`src/rtl/hs_npu_array_ctrl.sv`:
```
// Control sequencer for a weight-stationary systolic MAC array: weight load, activation
// streaming and drain, with a valid/last strobe aligned to each result leaving the array.
module hs_npu_array_ctrl #(
  parameter int ROWS      = 8,
  parameter int COLS      = 8,
  parameter int EXTRA_LAT = 0,
  parameter int CNT_W     = 16
) (
  input  logic             clk,
  input  logic             rst_n,
  input  logic             start,
  input  logic [CNT_W-1:0] num_vecs,
  output logic             busy,
  output logic             done,
  input  logic             w_valid,
  output logic             w_ready,
  output logic             arr_w_en,
  input  logic             in_valid,
  output logic             in_ready,
  output logic             arr_a_valid,
  output logic             out_valid,
  output logic             out_last
);

  localparam int LAT  = ROWS + COLS + EXTRA_LAT;
  localparam int WC_W = $clog2(ROWS + 1);

  typedef enum logic [2:0] {
    IDLE   = 3'd0,
    LOAD_W = 3'd1,
    STREAM = 3'd2,
    DRAIN  = 3'd3,
    DONE   = 3'd4
  } state_t;

  state_t           state_r;
  logic [WC_W-1:0]  w_cnt_r;
  logic [CNT_W-1:0] nv_r;
  logic [CNT_W-1:0] issued_r;
  logic [CNT_W-1:0] emitted_r;
  logic [LAT-1:0]   vsr_r;
  logic             busy_r;
  logic             done_r;
  logic             w_ready_r;
  logic             in_ready_r;

  logic             w_acc_s;
  logic             a_acc_s;
  logic             last_w_s;
  logic             last_a_s;
  logic             drain_empty_s;
  logic [CNT_W-1:0] emitted_next_s;

  assign w_acc_s  = w_valid & w_ready_r;
  assign a_acc_s  = in_valid & in_ready_r;
  assign last_w_s = (w_cnt_r == WC_W'(ROWS - 1));
  assign last_a_s = (issued_r == (nv_r - {{(CNT_W-1){1'b0}}, 1'b1}));

  // Exit DRAIN in the cycle the final result is on the output, so done follows out_last directly.
  assign emitted_next_s = emitted_r + {{(CNT_W-1){1'b0}}, vsr_r[LAT-1]};
  assign drain_empty_s  = (vsr_r[LAT-2:0] == '0) && (emitted_next_s == issued_r);

  assign busy        = busy_r;
  assign done        = done_r;
  assign w_ready     = w_ready_r;
  assign in_ready    = in_ready_r;
  assign arr_w_en    = w_acc_s;
  assign arr_a_valid = a_acc_s;
  assign out_valid   = vsr_r[LAT-1];
  assign out_last    = vsr_r[LAT-1] && (emitted_r == (nv_r - {{(CNT_W-1){1'b0}}, 1'b1}));

  // Job sequencer, per-job counters and the result-valid delay line.
  always_ff @(posedge clk) begin
    if (!rst_n) begin
      state_r    <= IDLE;
      w_cnt_r    <= '0;
      nv_r       <= '0;
      issued_r   <= '0;
      emitted_r  <= '0;
      vsr_r      <= '0;
      busy_r     <= 1'b0;
      done_r     <= 1'b0;
      w_ready_r  <= 1'b0;
      in_ready_r <= 1'b0;
    end else begin
      vsr_r     <= {vsr_r[LAT-2:0], a_acc_s};
      emitted_r <= emitted_next_s;
      case (state_r)
        IDLE: begin
          if (start) begin
            state_r   <= LOAD_W;
            nv_r      <= num_vecs;
            w_cnt_r   <= '0;
            issued_r  <= '0;
            emitted_r <= '0;
            busy_r    <= 1'b1;
            w_ready_r <= 1'b1;
          end else begin
            busy_r <= 1'b0;
          end
        end
        LOAD_W: begin
          if (w_acc_s) begin
            if (last_w_s) begin
              w_ready_r <= 1'b0;
              if (nv_r == '0) begin
                state_r <= DRAIN;
              end else begin
                state_r    <= STREAM;
                in_ready_r <= 1'b1;
              end
            end else begin
              w_cnt_r <= w_cnt_r + {{(WC_W-1){1'b0}}, 1'b1};
            end
          end
        end
        STREAM: begin
          if (a_acc_s) begin
            issued_r <= issued_r + {{(CNT_W-1){1'b0}}, 1'b1};
            if (last_a_s) begin
              in_ready_r <= 1'b0;
              state_r    <= DRAIN;
            end
          end
        end
        DRAIN: begin
          if (drain_empty_s) begin
            state_r <= DONE;
            done_r  <= 1'b1;
          end
        end
        DONE: begin
          state_r <= IDLE;
          done_r  <= 1'b0;
          busy_r  <= 1'b0;
        end
        default: begin
          state_r    <= IDLE;
          busy_r     <= 1'b0;
          done_r     <= 1'b0;
          w_ready_r  <= 1'b0;
          in_ready_r <= 1'b0;
        end
      endcase
    end
  end

endmodule

```
`config.mk`:
```
export PLATFORM = sky130hd
export DESIGN_NAME = hs_npu_array_ctrl
export DESIGN_NICKNAME = d
export VERILOG_FILES = /design/src/rtl/hs_npu_array_ctrl.sv
export SDC_FILE = /design/constraint.sdc
export NUM_CORES = 1
export LEC_CHECK = 0
export BUFFER_PORTS_ARGS = -buffer_cell sky130_fd_sc_hd__buf_2
export CAP_MARGIN = 30
export CORE_MARGIN = 2
export CORE_UTILIZATION = 26
export CTS_BUF_LIST = sky130_fd_sc_hd__clkbuf_4 sky130_fd_sc_hd__clkbuf_8 sky130_fd_sc_hd__clkbuf_16
export DETAILED_ROUTE_END_ITERATION = 10
export GPL_ROUTABILITY_DRIVEN = 0
export PLACE_DENSITY_LB_ADDON = 0.2
export SYNTH_ARGS = -nofsm -noshare
export SYNTH_HDL_FRONTEND = slang
export SYNTH_SLANG_ARGS = --single-unit
```
`constraint.sdc`:
```
create_clock -name clk -period 3 [get_ports clk]
set_clock_uncertainty 0.2 [all_clocks]
set_input_delay 0 -clock clk [delete_from_list [all_inputs] [get_ports clk]]
set_output_delay 0 -clock clk [all_outputs]
set_load 0.01 [all_outputs]
```
==> key figures <==
Pwr
  • Net Sw Power: between 0.001 and 0.0015 W
  • Sequential power share: 0.335
  • LEAKAGE: between 2 and 2.5 nW
  • Pwr Density: between 500 and 600 nW/um^2
  • Clock share of power: 0.313
  • Comb pwr share: 0.352
  • P_int: between 0.002 and 0.0025 W
  • Peak supply drop: ~0.26 mV
  • Switching share of total power: 0.347

CTS
  • H-tree depth: 3
  • CTS clk-pin slew, worst paths: 0.06 ns
  • Clock buffer count from CTS: 9
  • Sink Count: 75
  • Root buffer cell: clkbuf_16
  • CTS max path bufs: 2
  • CTS tree: done
  • Clk_lat worst skew: 0.35 ns
  • Post-CTS setup buffer count: 0

Worst setup path
  • Startpoint Class: flop
  • Worst R2R Start: emitted_r[0]$_SDFF_PN0_
  • Delay-heaviest family, CP: simple AND/OR/NAND/NOR gates
  • Critical path's largest stage delay: approximately 0.60 ns
  • Crit Path Category: reg2out
  • Data required time of the worst path: 2.80 ns
  • Slowest cell on crit path: or4_4
  • CP Max Fanout: 8
  • Critical-path cell list: buf_4 > or4_4 > nor4_2 > xnor2_2 > xor2_1 > o2111ai_2 > nor4_4 > buf_2
  • Worst path arrival time: around 2.7 ns
  • R2R Setup Slk: ~0.14 ns
  • Start point of the critical path: nv_r[0]$_SDFFE_PN0P_
  • Crit end category: output port
  • Worst R2R Path Depth: 9
  • Crit. path cell count: 8
  • Worst path bufs/invs: 2

Final layout
  • Commonest non-fill, non-tap cell in the layout: dfxtp_1
  • Ant. Diodes: 0
  • Layout area overhead: 27.6%
  • Util after Layout: 0.336
  • Commonest cells after routing, fill and taps aside: 70 x dfxtp_1, 62 x nand2_1, 48 x nor2_1, 46 x buf_4, 40 x xnor2_1
  • Fraction of layout cells with a size suffix above 1: 0.222
  • Final #Nets: approximately 640

Synth
  • Synth Cell Area: between 4000 and 5000 sq um
  • Cell variety after synth: a little under 70
  • YS warnings: 0
  • Sequential area share after synthesis: 0.333
  • Post-Syn Instances: between 500 and 600
  • Main area contributors after synthesis: dfxtp_1 33%, xnor2_1 8.0%, xor2_1 5.4%, nand2_1 5.2%, nor2_1 4.1%
  • Yosys reg bits: 75
  • Post-synth top area cell: dfxtp_1
  • Post-synth EDFFs: 0
  • Yosys top cell area share: 0.333
  • Predominant post-synthesis flop cell: dfxtp_1
  • Fraction of registers with async set/reset: 0
  • Syn nets: around 580
  • Avg Cell Area, Syn: 8.12 sq um

Place
  • PortBufs: 28
  • Post-DP HPWL: 9.67 mm

Timing
  • Slew margin rel.: 0.447
  • Unrepaired setup endpoints after global routing: yes
  • Final Max Slew Viols: 0
  • Setup TNS: 0 ns
  • Setup violations, final: 0
  • Peak Freq: 342 MHz
  • Slew @ Worst Pin: approximately 0.82 ns
  • Tmin final: between 2 and 3 ns
  • Hold Vio Cnt, Final: 0
  • Fin crit share: 0.974

Drt
  • Via Count: between 4000 and 5000
  • Residual DRC: 0
  • Total wire length: approximately 13 mm
  • DR WL/cell: about 15 um
  • DR pass1 iterations: 4
  • Antenna viol nets, final: 0
  • Drt via density: about 4.8
  • DRT iter0 DRCs: 148

Global route
  • Pin count of the biggest net entering global routing: 37
  • Congestion Overflow GR: 0
  • Total track usage: 0.144
  • Global-route wire length before repair: between 20 and 25 mm
  • Initial antenna violation count: 0
  • Number of global-route vias before repair: 3970

Floorplanning
  • Die Width: approximately 140 um
  • Row Count: 48
  • Total die area: 18400 sq um
  • Core Area: between 15000 and 20000 sq um
  • Ports: 29
  • Die height: approximately 140 um
  • Initial Util: 0.264

Outcome
  • Outcome: finished, final reports clean

Worst hold path
  • HP Class: in2reg
  • HP Start: w_valid
  • Hold Crit Depth: 7

Run
  • Max-cap viol count: 0
[registers in the layout, indices dropped and copies added, names as in the netlist]
name and count:
busy 1, emitted_r 16, state_r 3, w_ready 1
issued_r 16, done 1, w_cnt_r 4, in_ready 1
nv_r 16, vsr_r 16
[worst min-delay path: stages]
cell and delay, ns:
buf_2 0.09, nand3_1 0.08, nand2_1 0.08, nand2b_1 0.05
nand2_1 0.15, xnor2_1 0.09, nor2_1 0.08
[kinds of logic (layout without fill, tap and decap cells)]
| logic type | Yosys count | in the layout | synth area share |
|---|---|---|---|
| muxes | 4 | 4 | 0.00943 |
| adders and majority gates | 6 | 6 | 0.0161 |
| xor gates and xnor gates | 71 | 71 | 0.144 |
| AOI/OAI and AO/OA | 91 | 91 | 0.141 |
| DFF | 75 | 75 | 0.333 |
| and+or+nand+nor | 250 | 250 | 0.302 |
| buffers and inverters | 59 | 124 | 0.0554 |
[per-stage QoR]
step                      instance area, sq um  setup slack [ns]  hold WS (ns)  instances  total power [W]
final                                     5760            0.0792         0.110        846          0.00332
after global routing                      5760           -0.0468         0.166        846          0.00352
after global placement                    5130            -0.124        0.0496        811          0.00218
after floorplan                           4570            0.0151       -0.0640        556          0.00185
after CTS                                 5670            0.0204        0.0975        846          0.00331
after detailed placement                  5130            -0.102        0.0571        811          0.00219
[final timing paths]
kind | to
worst max-delay path | out_last
worst min-delay path | w_cnt_r[0]$_SDFFE_PN0P_
worst max register to register | state_r[1]$_SDFFE_PN0P_
worst min register to register | vsr_r[6]$_SDFF_PN0_
[timing repair]
item,4_1_cts,5_1_grt
hold endpoints to repair,28,0
hold buffers,19,0
resized for setup,10,19
setup endpoints to repair,5,6
pin swaps,2,7
[cell usage after synthesis, drive strengths merged (3+ instances only)]
cell / number
and3: 9
a31oi: 6
or3: 10
ha: 5
xnor2: 41
o22ai: 3
a21oi: 12
nor2: 50
nand2: 62
o21a: 4
nand3: 18
nand2b: 6
and2: 19
dfxtp: 75
clkbuf: 32
nor3: 19
nor2b: 7
or4: 8
inv: 14
o211ai: 4
o2111ai: 4
a311oi: 3
a211oi: 5
nand3b: 3
buf: 13
xor2: 28
o21ai: 17
nand4: 12
a21boi: 17
nor3b: 5
nor4: 15
[area by class of cell]
| type | instances | area [sq um] |
|---|---|---|
| Multi-Input combinational cell | 422 | 2940 |
| Tap cell | 225 | 282 |
| Timing Repair Buffer | 94 | 696 |
| Sequential cell | 75 | 1510 |
| Inverter | 14 | 52.6 |
| Clock inverter | 6 | 46.3 |
| Fill cell | 1826 | 11400 |
| Clock buffer | 10 | 239 |
[power groups by stage]
stage               Combinational [W]  Clock, W  Sequential (W)
global route                  0.00128   0.00112         0.00112
detailed placement            0.00105         0         0.00113
finish                        0.00117   0.00104         0.00111
floorplan                    0.000728         0         0.00112
CTS                           0.00111   0.00108         0.00111
global placement              0.00105         0         0.00113
[per-layer routing]
layer  up-vias  GRT usage  part of all wire
met4         0     0.0544             0.017
met3        16     0.0277             0.037
li1       2061          -                 -
met5         -          0                 0
met2        64      0.231              0.47
met1      1916      0.191              0.48
No activity file was read; power rests on OpenSTA's default activity.
